===== config.mk =====
export PLATFORM = sky130hd
export DESIGN_NAME = xsleenacore_video_out_flat
export DESIGN_NICKNAME = d
export VERILOG_FILES = /design/src/rtl/xsleenacore_video_out_if.sv /design/src/rtl/xsleenacore_video_out.sv /design/src/flat_wrapper.sv
export SDC_FILE = /design/constraint.sdc
export NUM_CORES = 1
export LEC_CHECK = 0
export CAP_MARGIN = 10
export CORE_AREA = 2 2 149 151
export DETAILED_ROUTE_END_ITERATION = 16
export DIE_AREA = 0 0 151 153
export PLACE_DENSITY = 0.74
export SLEW_MARGIN = 20
export SYNTH_ARGS = -nofsm -noshare
export SYNTH_HDL_FRONTEND = slang
export SYNTH_SLANG_ARGS = --single-unit

===== constraint.sdc =====
create_clock -name clk -period 8.3 [get_ports clk]
set_input_delay 1.66 -clock clk [delete_from_list [all_inputs] [get_ports clk]]
set_output_delay 1.66 -clock clk [all_outputs]
set_load 0.01 [all_outputs]

===== src/rtl/xsleenacore_video_out_if.sv =====
// Video output stage bundle.
// Mixer-side inputs: HCLKn (pixel enable), VIDEO_R/G/B (4-bit colour),
// HSYNCn/VSYNCn/HBLKn/VBLKn (raw active-low timing), H_ADJ (signed HSYNC offset).
// Framework-side outputs: R/G/B_OUT (8-bit colour), HSYNC/VSYNC/HBLANK/VBLANK
// (active-high aligned timing), CE_PIXEL, LINE_PIXELS, FRAME_LINES, LOCKED.
// The slave modport is the video output stage; master is whatever drives it.
interface xsleenacore_video_out_if;
  logic       HCLKn;
  logic [3:0] VIDEO_R;
  logic [3:0] VIDEO_G;
  logic [3:0] VIDEO_B;
  logic       HSYNCn;
  logic       VSYNCn;
  logic       HBLKn;
  logic       VBLKn;
  logic [3:0] H_ADJ;
  logic [7:0] R_OUT;
  logic [7:0] G_OUT;
  logic [7:0] B_OUT;
  logic       HSYNC;
  logic       VSYNC;
  logic       HBLANK;
  logic       VBLANK;
  logic       CE_PIXEL;
  logic [8:0] LINE_PIXELS;
  logic [8:0] FRAME_LINES;
  logic       LOCKED;

  modport slave (
    input  HCLKn, VIDEO_R, VIDEO_G, VIDEO_B, HSYNCn, VSYNCn, HBLKn, VBLKn, H_ADJ,
    output R_OUT, G_OUT, B_OUT, HSYNC, VSYNC, HBLANK, VBLANK, CE_PIXEL,
           LINE_PIXELS, FRAME_LINES, LOCKED
  );

  modport master (
    output HCLKn, VIDEO_R, VIDEO_G, VIDEO_B, HSYNCn, VSYNCn, HBLKn, VBLKn, H_ADJ,
    input  R_OUT, G_OUT, B_OUT, HSYNC, VSYNC, HBLANK, VBLANK, CE_PIXEL,
           LINE_PIXELS, FRAME_LINES, LOCKED
  );
endinterface


===== src/rtl/xsleenacore_video_out.sv =====
// Final video output stage: aligns mixer colour with timing-generator syncs
// and blanks in pixel-enable time, expands colour to 8 bits, applies a
// per-frame HSYNC offset and measures line/frame geometry with a lock flag.
// Ports: clk, rst (async, active-high), video (slave side of the bundle).
//
// Lock FSM states:
//   state        | meaning
//   ST_UNLOCKED  | no reference yet; next capture becomes the reference
//   ST_CHECK     | reference held; waiting for a matching capture
//   ST_LOCKED    | geometry stable; any mismatch drops lock
module xsleenacore_video_out #(
  parameter int SYNC_DELAY = 2
) (
  input logic clk,
  input logic rst,
  xsleenacore_video_out_if.slave video
);

  localparam int VDLY = 8;
  // The output register is the last stage of each path, so the internal
  // chains are one stage shorter than the total latency.
  localparam int VSR  = VDLY - 1;
  localparam int BSR  = SYNC_DELAY + VDLY - 1;

  typedef enum logic [1:0] {ST_UNLOCKED, ST_CHECK, ST_LOCKED} state_t;

  logic [11:0]       vid_sr [VSR];
  logic [2:0]        bv_sr  [BSR];   // {VSYNCn, HBLKn, VBLKn}
  logic [23:0]       hs_sr;
  logic [24:0]       hs_ext;
  logic [5:0]        hs_dly;
  logic [4:0]        hs_tap;
  logic signed [3:0] h_adj_eff;
  logic              blank_pre;
  logic [11:0]       vid_last;

  logic              hs_prev, vs_prev;
  logic              hs_fall, vs_fall;
  logic [8:0]        pix_cnt, line_cnt;
  logic [8:0]        lc_next, lp_next;
  logic [8:0]        ref_pix, ref_lines;
  logic              cap_match, ref_load;
  state_t            state, state_next;

  // HSYNC tap: total delay SYNC_DELAY+8+H_ADJ_eff, with the output register
  // counted as one stage. Index 0 of hs_ext is the undelayed input, so a
  // zero total delay collapses to a single register rather than a
  // combinational path.
  always_comb begin
    hs_ext    = {hs_sr, video.HSYNCn};
    hs_dly    = 6'(SYNC_DELAY + VDLY) + {{2{h_adj_eff[3]}}, h_adj_eff};
    hs_tap    = (hs_dly == 6'd0) ? 5'd0 : 5'(hs_dly - 6'd1);
    blank_pre = ~bv_sr[BSR-1][1] | ~bv_sr[BSR-1][0];
    vid_last  = vid_sr[VSR-1];
  end

  always_ff @(posedge clk or posedge rst) begin
    if (rst) begin
      for (int i = 0; i < VSR; i++) vid_sr[i] <= '0;
      for (int i = 0; i < BSR; i++) bv_sr[i] <= 3'b100;
      hs_sr          <= '1;
      h_adj_eff      <= '0;
      video.R_OUT    <= '0;
      video.G_OUT    <= '0;
      video.B_OUT    <= '0;
      video.HSYNC    <= 1'b0;
      video.VSYNC    <= 1'b0;
      video.HBLANK   <= 1'b1;
      video.VBLANK   <= 1'b1;
      video.CE_PIXEL <= 1'b0;
    end else begin
      video.CE_PIXEL <= video.HCLKn;
      if (video.HCLKn) begin
        vid_sr[0] <= {video.VIDEO_R, video.VIDEO_G, video.VIDEO_B};
        for (int i = 1; i < VSR; i++) vid_sr[i] <= vid_sr[i-1];
        bv_sr[0] <= {video.VSYNCn, video.HBLKn, video.VBLKn};
        for (int i = 1; i < BSR; i++) bv_sr[i] <= bv_sr[i-1];
        hs_sr <= {hs_sr[22:0], video.HSYNCn};
        // New offset takes effect only at frame start.
        if (vs_fall) h_adj_eff <= signed'(video.H_ADJ);

        video.HSYNC  <= ~hs_ext[hs_tap];
        video.VSYNC  <= ~bv_sr[BSR-1][2];
        video.HBLANK <= ~bv_sr[BSR-1][1];
        video.VBLANK <= ~bv_sr[BSR-1][0];
        if (blank_pre) begin
          video.R_OUT <= '0;
          video.G_OUT <= '0;
          video.B_OUT <= '0;
        end else begin
          video.R_OUT <= {vid_last[11:8], vid_last[11:8]};
          video.G_OUT <= {vid_last[7:4], vid_last[7:4]};
          video.B_OUT <= {vid_last[3:0], vid_last[3:0]};
        end
      end
    end
  end

  // Geometry measurement on raw inputs. A line increment coinciding with a
  // VSYNC fall is folded into the captured frame length.
  always_comb begin
    hs_fall   = hs_prev & ~video.HSYNCn;
    vs_fall   = vs_prev & ~video.VSYNCn;
    lc_next   = line_cnt;
    if (hs_fall && line_cnt != 9'd511) lc_next = line_cnt + 9'd1;
    lp_next   = hs_fall ? pix_cnt : video.LINE_PIXELS;
    cap_match = (lp_next != 9'd511) && (lc_next != 9'd511) &&
                (lp_next == ref_pix) && (lc_next == ref_lines);
  end

  always_comb begin
    state_next = state;
    ref_load   = 1'b0;
    if (video.HCLKn && vs_fall) begin
      case (state)
        ST_UNLOCKED: begin
          ref_load   = 1'b1;
          state_next = ST_CHECK;
        end
        ST_CHECK: begin
          if (cap_match) state_next = ST_LOCKED;
          else           ref_load   = 1'b1;
        end
        ST_LOCKED: begin
          if (!cap_match) state_next = ST_UNLOCKED;
        end
        default: state_next = ST_UNLOCKED;
      endcase
    end
  end

  always_ff @(posedge clk or posedge rst) begin
    if (rst) begin
      state             <= ST_UNLOCKED;
      video.LOCKED      <= 1'b0;
      hs_prev           <= 1'b1;
      vs_prev           <= 1'b1;
      pix_cnt           <= '0;
      line_cnt          <= '0;
      ref_pix           <= '0;
      ref_lines         <= '0;
      video.LINE_PIXELS <= '0;
      video.FRAME_LINES <= '0;
    end else begin
      state        <= state_next;
      video.LOCKED <= (state_next == ST_LOCKED);
      if (ref_load) begin
        ref_pix   <= lp_next;
        ref_lines <= lc_next;
      end
      if (video.HCLKn) begin
        hs_prev <= video.HSYNCn;
        vs_prev <= video.VSYNCn;
        if (hs_fall) begin
          video.LINE_PIXELS <= pix_cnt;
          pix_cnt           <= 9'd1;
        end else if (pix_cnt != 9'd511) begin
          pix_cnt <= pix_cnt + 9'd1;
        end
        if (vs_fall) begin
          video.FRAME_LINES <= lc_next;
          line_cnt          <= '0;
        end else begin
          line_cnt <= lc_next;
        end
      end
    end
  end

endmodule

===== src/flat_wrapper.sv =====
// flat-port wrapper written by rule: the top's interface ports become plain ports
module xsleenacore_video_out_flat 
#(
  parameter int SYNC_DELAY = 2
)
  (clk, rst, video_HCLKn, video_VIDEO_R, video_VIDEO_G, video_VIDEO_B, video_HSYNCn, video_VSYNCn, video_HBLKn, video_VBLKn, video_H_ADJ, video_R_OUT, video_G_OUT, video_B_OUT, video_HSYNC, video_VSYNC, video_HBLANK, video_VBLANK, video_CE_PIXEL, video_LINE_PIXELS, video_FRAME_LINES, video_LOCKED);
  xsleenacore_video_out_if video_i ();
  input logic clk;
  input logic rst;
  input wire logic [$bits(video_i.HCLKn)-1:0] video_HCLKn;
  input wire logic [$bits(video_i.VIDEO_R)-1:0] video_VIDEO_R;
  input wire logic [$bits(video_i.VIDEO_G)-1:0] video_VIDEO_G;
  input wire logic [$bits(video_i.VIDEO_B)-1:0] video_VIDEO_B;
  input wire logic [$bits(video_i.HSYNCn)-1:0] video_HSYNCn;
  input wire logic [$bits(video_i.VSYNCn)-1:0] video_VSYNCn;
  input wire logic [$bits(video_i.HBLKn)-1:0] video_HBLKn;
  input wire logic [$bits(video_i.VBLKn)-1:0] video_VBLKn;
  input wire logic [$bits(video_i.H_ADJ)-1:0] video_H_ADJ;
  output wire logic [$bits(video_i.R_OUT)-1:0] video_R_OUT;
  output wire logic [$bits(video_i.G_OUT)-1:0] video_G_OUT;
  output wire logic [$bits(video_i.B_OUT)-1:0] video_B_OUT;
  output wire logic [$bits(video_i.HSYNC)-1:0] video_HSYNC;
  output wire logic [$bits(video_i.VSYNC)-1:0] video_VSYNC;
  output wire logic [$bits(video_i.HBLANK)-1:0] video_HBLANK;
  output wire logic [$bits(video_i.VBLANK)-1:0] video_VBLANK;
  output wire logic [$bits(video_i.CE_PIXEL)-1:0] video_CE_PIXEL;
  output wire logic [$bits(video_i.LINE_PIXELS)-1:0] video_LINE_PIXELS;
  output wire logic [$bits(video_i.FRAME_LINES)-1:0] video_FRAME_LINES;
  output wire logic [$bits(video_i.LOCKED)-1:0] video_LOCKED;
  assign video_i.HCLKn = video_HCLKn;
  assign video_i.VIDEO_R = video_VIDEO_R;
  assign video_i.VIDEO_G = video_VIDEO_G;
  assign video_i.VIDEO_B = video_VIDEO_B;
  assign video_i.HSYNCn = video_HSYNCn;
  assign video_i.VSYNCn = video_VSYNCn;
  assign video_i.HBLKn = video_HBLKn;
  assign video_i.VBLKn = video_VBLKn;
  assign video_i.H_ADJ = video_H_ADJ;
  assign video_R_OUT = video_i.R_OUT;
  assign video_G_OUT = video_i.G_OUT;
  assign video_B_OUT = video_i.B_OUT;
  assign video_HSYNC = video_i.HSYNC;
  assign video_VSYNC = video_i.VSYNC;
  assign video_HBLANK = video_i.HBLANK;
  assign video_VBLANK = video_i.VBLANK;
  assign video_CE_PIXEL = video_i.CE_PIXEL;
  assign video_LINE_PIXELS = video_i.LINE_PIXELS;
  assign video_FRAME_LINES = video_i.FRAME_LINES;
  assign video_LOCKED = video_i.LOCKED;
  xsleenacore_video_out #(.SYNC_DELAY(SYNC_DELAY)) u_core (.clk(clk), .rst(rst), .video(video_i));
endmodule

# Word-level counts from Yosys, hierarchy flattened
# Cells that the tools add are included.
# W data, S select, Z words.
[totals] register_bits=227 latchBits=0 ramBits=0 romBits=0 inputBits=23 mem_count=0
[classes] n_addsub=4 mul=0 n_div=0 order_cmp=1 n_eq_ne=9 shift=0 n_mux=18 bitwise_logic=9 n_reduce_logical=10
[op_table] op="$mux W9" n=5
[op_table] op="$ne A9 B9 Y1 const B" n=4
[op_table] op="$mux W8" n=3
[op_table] op="$add A9 B1 Y9 const B" n=2
[op_table] op="$eq A9 B9 Y1" n=2
[op_table] op="$add A5 B4 Y6 const A" n=1
[op_table] op="$logic_not A6 Y1" n=1
[op_table] op="$lt A5 B6 Y1 const B" n=1
[op_table] op="$mux W2" n=3
[op_table] op="$not A1 Y1" n=6
[op_table] op="$pmux W2 S3" n=1
[op_table] op="$bmux W1 S5" n=1
[op_table] op="$logic_and A1 B1 Y1" n=5
[op_table] op="$mux W5" n=1
[op_table] op="$sub A5 B1 Y5 const B" n=1
[op_table] op="$eq A2 B2 Y1 const B" n=2
[op_table] op="$reduce_and A2 Y1" n=2
[op_table] op="$mux W1" n=3
[op_table] op="$and A1 B1 Y1" n=2
[op_table] op="$eq A2 B1 Y1 const B" n=1
[op_table] op="$logic_not A2 Y1" n=1
[op_table] op="$pmux W1 S2" n=1
[op_table] op="$reduce_bool A2 Y1" n=1
[op_table] op="$or A1 B1 Y1" n=1

# Depth between registers and ports, before layout
# Gate-level depths: netlist (run 1).
[depth] word_depth=12 depth_mapped=16

# Least setup slack after synthesis (run 1)
# No wires, ideal clock.
[synth_timing] path_kind="input -> register" startpoint="input port video_HSYNCn" endpoint="register u_core.ref_pix[2]" setup_time_ps=125 arrival_ps=4020 setup_slack_ps=4155 path_stages=11 n_path_buf=3 cell_sequence="or3b_1 buf_6 nor3_1 xnor2_1 xnor2_1 a2111o_1 a2111oi_4 a21boi_2 buf_6 buf_6 mux2_4"
[synth_between] elab_chain_len=11 elab_cells_between_ends=15 cone_classes="eq/ne (4); mux (5); bitwise (2); reduce/logical (4)"
[synth_lines] item="start: declaration" line="flat_wrapper.sv:14" text="input wire logic [$bits(video_i.HSYNCn)-1:0] video_HSYNCn;"
[synth_lines] item="$not A1 Y1 *" line="xsleenacore_video_out.sv:102" text="hs_fall = hs_prev & ~video.HSYNCn;"
[synth_lines] item="$and A1 B1 Y1 *" line="xsleenacore_video_out.sv:102"
[synth_lines] item="$logic_and A1 B1 Y1" line="xsleenacore_video_out.sv:105" text="if (hs_fall && line_cnt != 9'd511) lc_next = line_cnt + 9'd1;"
[synth_lines] item="$mux W9" line="xsleenacore_video_out.sv:105"
[synth_lines] item="$ne A9 B9 Y1" line="xsleenacore_video_out.sv:107" text="cap_match = (lp_next != 9'd511) && (lc_next != 9'd511) &&"
[synth_lines] item="$logic_and A1 B1 Y1 (2 in series)" line="xsleenacore_video_out.sv:107"
[synth_lines] item="$logic_and A1 B1 Y1" line="xsleenacore_video_out.sv:108" text="(lp_next == ref_pix) && (lc_next == ref_lines);"
[synth_lines] item="$mux W1" line="xsleenacore_video_out.sv:121" text="if (cap_match) state_next = ST_LOCKED;"
[synth_lines] item="$pmux W1 S2" line="xsleenacore_video_out.sv:115" text="case (state)"
[synth_lines] item="$mux W1" line="xsleenacore_video_out.sv:114" text="if (video.HCLKn && vs_fall) begin"
[synth_lines] item="end signal: assignment" line="xsleenacore_video_out.sv:148" text="ref_pix <= lp_next;"
[synth_lines] item="end: declaration" line="xsleenacore_video_out.sv:41" text="logic [8:0] ref_pix, ref_lines;"
# Every way passes the cells marked *; elsewhere a longest branch is shown, timed or not.
# A chain may end at the register's enable or synchronous reset.

# Worst setup path after layout (run 1)
# Same ends and word-level chain as after synthesis.

==> out/summary.txt, run 1 <==
outcome -> finished, final reports clean
Routed WL per cell -> 15.3 µm
RePlAce Congestion -> 0.887
Mapped Avg Cell Area -> 12.3 µm²
Syn. warnings -> 0
PortBufs -> 70
post-route cell area -> 0.0112 mm²
CP endpoint kind -> flop
clock-pin slew on the worst setup and hold paths -> 60 ps
Core Box Area -> 0.0215 mm²
Commonest cells post-synth -> dfrtp_1, mux2_2, nand2_1
headroom to the max-slew limit -> 0.362
most common cell in the netlist -> dfrtp_1
GRT Total Usage -> 0.154
syn nets -> 807
Peak VDD IR -> 157 µV
gr busiest metal -> met2
clk root buf -> clkbuf_16
Post-DP Area -> 0.0104 mm²
Final Skew -> 14.7 ps
vias in the first global route -> 5744
Synth cell types -> 61
worst setup path endpoint -> u_core.ref_pix[2]
setup slack, reg-to-reg -> 4200 ps
Seq/Total Area, Yosys -> 0.563
final std cells w/o fill -> 1127
Final Util -> 0.522
TNS Setup -> 0 ps
# IOs -> 71
DP HPWL -> 11.0 mm
R2R Path Start -> u_core.line_cnt[0]
global route overflow -> 0
pre-CTS setup slack -> 3040 ps
Main synth FF type -> dfrtp_1
first-pass GRT wire length -> 29.3 mm
worst-margin pin slew -> 957 ps
Crit Path Max Fanout -> 23
CTS resizes -> 0
Worst Path Arrival -> 5150 ps
Tmin final -> 4750 ps
Synth async-reset ratio -> 1.00
Setup Viol. Count Final -> 0
grt met1 use -> 0.225
CTS hold repair buffers -> 0
Vias -> 5854
placed cells -> 1083
#FFs+latches synth -> 213
Worst Setup Slack, final -> 3550 ps
max_cap viols -> 0
Die ar. -> 0.0231 mm²
met3 GRT Util -> 0.0227
layout cell share with drive strength beyond 1 -> 0.300
cells after synthesis -> 777
leakage -> 4.77 nW
CTS tree -> built
setup bufs post-CTS -> 0
drt pass-1 iters -> 5
die width -> 151 µm
Initial Util -> 0.445
period utilization -> 0.572
area growth from synthesis to layout -> 17.4%
worst-skew pair later-pin latency -> 520 ps
RSZ-0062 raised after global routing -> false
DRC Markers -> 0
r2r endpoint -> u_core.ref_lines[2]
num rows -> 54
1st-iter DRT viols -> 327
largest net degree at the start of global routing -> 141
power density over the cells -> 292 mW/mm²
met2 Use GR -> 0.240
Synth Cell Area -> 0.00955 mm²
Register-to-Register Path Depth -> 13
worst hold margin -> 436 ps
Critical Path Source -> video_HSYNCn
final number of hold-violating endpoints -> 0
Hold Crit Class -> reg -> reg
Slew Viols, Final -> 0
Post-DRT Antenna Nets -> 0
Final Total Pwr -> 3.27 mW
final net count -> 859
Critical Path Source Type -> input pin
Num CTS Buffers -> 24
post-synth top area cell -> dfrtp_1
number of synthesized flops with an enable pin -> 0
Vias/cell -> 5.19
die height -> 153 µm
initial antenna violation count -> 0
Max Freq -> 211 MHz
CTS sink cnt -> 213
CTS max path bufs -> 3
drt total wl -> 17.2 mm
critical path class -> in -> reg
worst path required time -> 8700 ps
Diodes inserted -> 0
htree depth -> 1
Synth area leaders -> dfrtp_1, mux2_2, dfstp_2, nand2_1, o21ai_0
top-area cell type share of the netlist area -> 0.466
cell families after synthesis:
family / after synthesis / synth area share
flip-flops: 213 / 0.563
multiplexers: 174 / 0.204
AND/OR/NAND/NOR: 158 / 0.0803
AO/OA/AOI/OAI: 113 / 0.0812
buffers and inverters: 90 / 0.0424
XOR/XNOR: 22 / 0.0202
adder cells (fa/ha/maj): 7 / 0.00917
report_power, final:
part | internal, mW | total [mW] | switching [mW]
sequential | 1.34 | 1.54 | 0.198
combinational | 0.398 | 0.690 | 0.292
clock | 0.614 | 1.04 | 0.430
total | 2.35 | 3.27 | 0.919
per-layer routing:
layer	vias up	wire length, µm
li1	2821	-
met1	2908	8140
met3	23	572
met2	102	8090
met4	0	387
met5	-	0
critical path, stage by stage:
cell	delay, ps
clkdlybuf4s50_1	680
nand2b_1	780
mux2i_1	310
o22ai_1	120
a31oi_1	190
nand4_1	180
a2111oi_4	460
a21boi_2	190
buf_4	250
mux2_4	310
layout by cell type, fill, tap and decap left out, types with 3 or more instances in the layout:
cell	count
a21o_1	4
a21oi_1	8
a22o_1	7
a22oi_1	3
a31oi_1	4
and2_1	4
and3_1	5
buf_4	4
clkbuf_16	24
clkbuf_8	5
clkdlybuf4s50_1	69
clkinv_2	8
dfrtp_1	178
dfstp_2	35
ha_1	7
inv_1	40
mux2_2	153
mux2i_1	19
nand2_1	74
nand2b_1	10
nand3_1	11
nand4_1	6
nor2_1	22
nor2b_1	12
nor3b_1	3
o21ai_0	45
o22ai_1	8
o31ai_1	4
xnor2_1	15
xor2_1	7
cell type report:
cell class / instances / area, µm²
inverters: 41 / 161
clock buffers: 30 / 673
multi-input cells: 474 / 3770
flip-flops and latches: 213 / 5370
repair buffers: 75 / 743
well taps: 280 / 350
fillers: 1879 / 10300
clock inverters: 14 / 136
how the worst min path moves through the flow:
stage                     from                   to  slack (ps)  cells past startpoint
2_1_floorplan  u_core.bv_sr[0]  u_core.video.VBLANK         400                      1
3_3_place_gp   u_core.bv_sr[1]  u_core.video.HBLANK         420                      1
3_5_place_dp   u_core.bv_sr[1]  u_core.video.HBLANK         430                      1
4_1_cts        u_core.bv_sr[1]  u_core.video.HBLANK         440                      1
5_1_grt        u_core.bv_sr[1]  u_core.video.HBLANK         450                      1
6_report       u_core.bv_sr[1]  u_core.video.HBLANK         440                      1
registers in the layout (all words and copies together) (netlist names), 2 cells and up:
signal,count
u_core.vid_sr,72
u_core.video.G_OUT,4
u_core.video.B_OUT,4
u_core.line_cnt,9
u_core.vid_last,12
u_core.state,2
u_core.ref_lines,9
u_core.video.LINE_PIXELS,9
u_core.bv_sr,27
u_core.h_adj_eff,4
u_core.hs_sr,24
u_core.ref_pix,9
u_core.video.R_OUT,4
u_core.pix_cnt,9
u_core.video.FRAME_LINES,9
No activity file was read; power rests on OpenSTA's default activity.
==> run 2: changes to the inputs <==
--- a/config.mk
+++ b/config.mk
@@ -9,7 +9,7 @@
 export CORE_AREA = 2 2 149 151
 export DETAILED_ROUTE_END_ITERATION = 16
 export DIE_AREA = 0 0 151 153
-export PLACE_DENSITY = 0.74
+export PLACE_DENSITY = 0.77
 export SLEW_MARGIN = 20
 export SYNTH_ARGS = -nofsm -noshare
 export SYNTH_HDL_FRONTEND = slang
==> constraint.sdc (replaced) <==
create_clock -name clk -period 4.1 [get_ports clk]
set_input_delay 0.82 -clock clk [delete_from_list [all_inputs] [get_ports clk]]
set_output_delay 0.82 -clock clk [all_outputs]
set_load 0.01 [all_outputs]
==> out/summary.txt, run 2 (synthesis results as in run 1) <==
Final Util -> 0.525 (+0.00344)
Worst Path Arrival -> 4080 ps (-1070 ps)
CTS hold repair buffers -> 0 (unchanged)
GRT Total Usage -> 0.161 (+0.00721)
max_cap viols -> 0 (unchanged)
Num CTS Buffers -> 23 (-4.2%)
Reg power frac -> 0.471 (about the same)
NetSw -> 1.86 mW (+100%)
num rows -> 54 (unchanged)
Crit Path Max Fanout -> 18 (-22%)
Peak VDD IR -> 337 µV (+110%)
Register-to-Register Path Depth -> 14 (+1)
largest net degree at the start of global routing -> 125 (-11%)
DP HPWL -> 11.5 mm (+4.4%)
Final Skew -> 18.5 ps (+3.89 ps)
period utilization -> 0.901
max FFs per register -> 72 (unchanged)
# IOs -> 71 (unchanged)
final number of hold-violating endpoints -> 0 (unchanged)
Tmin final -> 3690 ps
Critical Path Source Type -> flop
setup bufs post-CTS -> 0 (unchanged)
Hold Path Sink -> u_core.video.HBLANK
r2r endpoint -> u_core.ref_lines[6]
Vias -> 5923 (+1.2%)
drt total wl -> 17.9 mm (+4.1%)
commonest non-fill, non-tap cell in the layout -> dfrtp_1
Top Registers -> u_core.vid_sr: 72 flops, u_core.bv_sr: 27 flops, u_core.hs_sr: 24 flops
critical path class -> reg -> reg
power density over the cells -> 585 mW/mm² (+100%)
die width -> 151 µm (unchanged)
Diodes inserted -> 0 (unchanged)
worst-skew pair later-pin latency -> 510 ps (about the same)
final net count -> 868 (+1.0%)
vias in the first global route -> 5923 (+3.1%)
Vias/cell -> 5.22 (+0.47%)
area growth from synthesis to layout -> 18.1%
DRC Markers -> 0 (unchanged)
Initial Util -> 0.445 (unchanged)
headroom to the max-slew limit -> 0.488 (+0.126)
Seq. cell area -> 0.00537 mm² (unchanged)
Slew Viols, Final -> 0 (unchanged)
CTS resizes -> 0 (unchanged)
share of total power in the clock network -> 0.313 (-0.006)
first-pass GRT wire length -> 30.7 mm (+4.6%)
Routed WL per cell -> 15.8 µm (+3.4%)
CTS sink cnt -> 213 (unchanged)
multi-input logic area -> 0.00377 mm² (unchanged)
RePlAce Congestion -> 0.844 (-4.9%)
PortBufs -> 70 (unchanged)
RSZ-0062 raised after global routing -> false
Core Box Area -> 0.0215 mm² (unchanged)
htree depth -> 1 (unchanged)
TNS Setup -> 0 ps (unchanged)
Hold Crit Class -> reg -> reg
FILL cells -> 1865 (-0.75%)
clock-pin slew on the worst setup and hold paths -> 60 ps (about the same)
setup slack, reg-to-reg -> 410 ps (-3790 ps)
worst-margin pin slew -> 765 ps (-192 ps)
switching share of total power -> 0.282 (+0.00103)
CP endpoint kind -> flop
Max Freq -> 271 MHz
CTS tree -> built
Pint -> 4.74 mW (+100%)
Post-DRT Antenna Nets -> 0 (unchanged)
Hold Crit Depth -> 1 (unchanged)
global route overflow -> 0 (unchanged)
layout cell share with drive strength beyond 1 -> 0.303 (+0.00304)
worst path required time -> 4490 ps (-4210 ps)
logic gate share of total power -> 0.216 (+0.005)
commonest cells after routing, fill and taps aside -> dfrtp_1, mux2_2, nand2_1, clkdlybuf4s50_1, o21ai_0
hold path start -> u_core.bv_sr[1]
1st-iter DRT viols -> 329 (+0.61%)
largest reg by FF count -> u_core.vid_sr
drt pass-1 iters -> 4 (-1)
die height -> 153 µm (unchanged)
clk root buf -> clkbuf_16
outcome -> finished, final reports clean
initial antenna violation count -> 0 (unchanged)
Setup Viol. Count Final -> 0 (unchanged)
Die ar. -> 0.0231 mm² (unchanged)
CTS max path bufs -> 3 (unchanged)
leakage -> 4.79 nW (+0.50%)
R2R Path Start -> u_core.line_cnt[0]
## run 2: how the worst max path moves through the flow
stage,startpoint,to
after floorplan,rst,u_core.bv_sr[0]
after global placement,video_HSYNCn,u_core.ref_pix[2]
after detailed placement,video_HSYNCn,u_core.ref_pix[2]
after CTS,u_core.line_cnt[0],u_core.ref_pix[2]
after global routing,u_core.line_cnt[0],u_core.ref_pix[2]
final,u_core.line_cnt[0],u_core.ref_lines[6]
## run 2: metal layers
metal | vias to the layer above | part of all wire | track usage
li1 | 2844 | - | -
met1 | 2940 | 0.47 | 0.230
met2 | 105 | 0.47 | 0.255
met3 | 34 | 0.033 | 0.0245
met4 | 0 | 0.024 | 0.0503
met5 | - | 0 | 0
## run 2: final cells by class
type                    count  share of cell area
well taps                 280              0.0310
clock buffers              32              0.0593
repair buffers             85              0.0766
clock inverters            10             0.00854
inverters                  41              0.0140
flip-flops and latches    213               0.476
multi-input cells         474               0.334
## run 2: metrics by stage
step	setup WS (ps)	instance area, µm²	instances	total power [mW]	hold WS, ps
global placement	280	10500	1093	4.53	423
CTS	445	11300	1135	6.69	442
floorplan	538	9560	777	4.06	402
global route	219	11300	1135	7.00	473
detailed placement	180	10500	1093	4.58	434
finish	407	11300	1135	6.60	434
## run 2: power groups by stage
stage,Clock (mW),Sequential [mW],Combinational [mW]
finish,2.07,3.11,1.43
global route,2.22,3.19,1.58
CTS,2.13,3.11,1.45
detailed placement,0,3.14,1.44
global placement,0,3.12,1.40
floorplan,0,3.03,1.03
## run 2: critical path, stage by stage, from the launching register on
cell	delay, ps
dfrtp_1	510
ha_1	310
nand2_1	100
nor3_1	50
ha_1	230
or3b_1	450
buf_4	200
nor3_2	210
xor2_1	280
nand4_1	170
o21ai_2	190
a2111oi_4	110
a21boi_2	200
buf_12	200
mux2_2	350
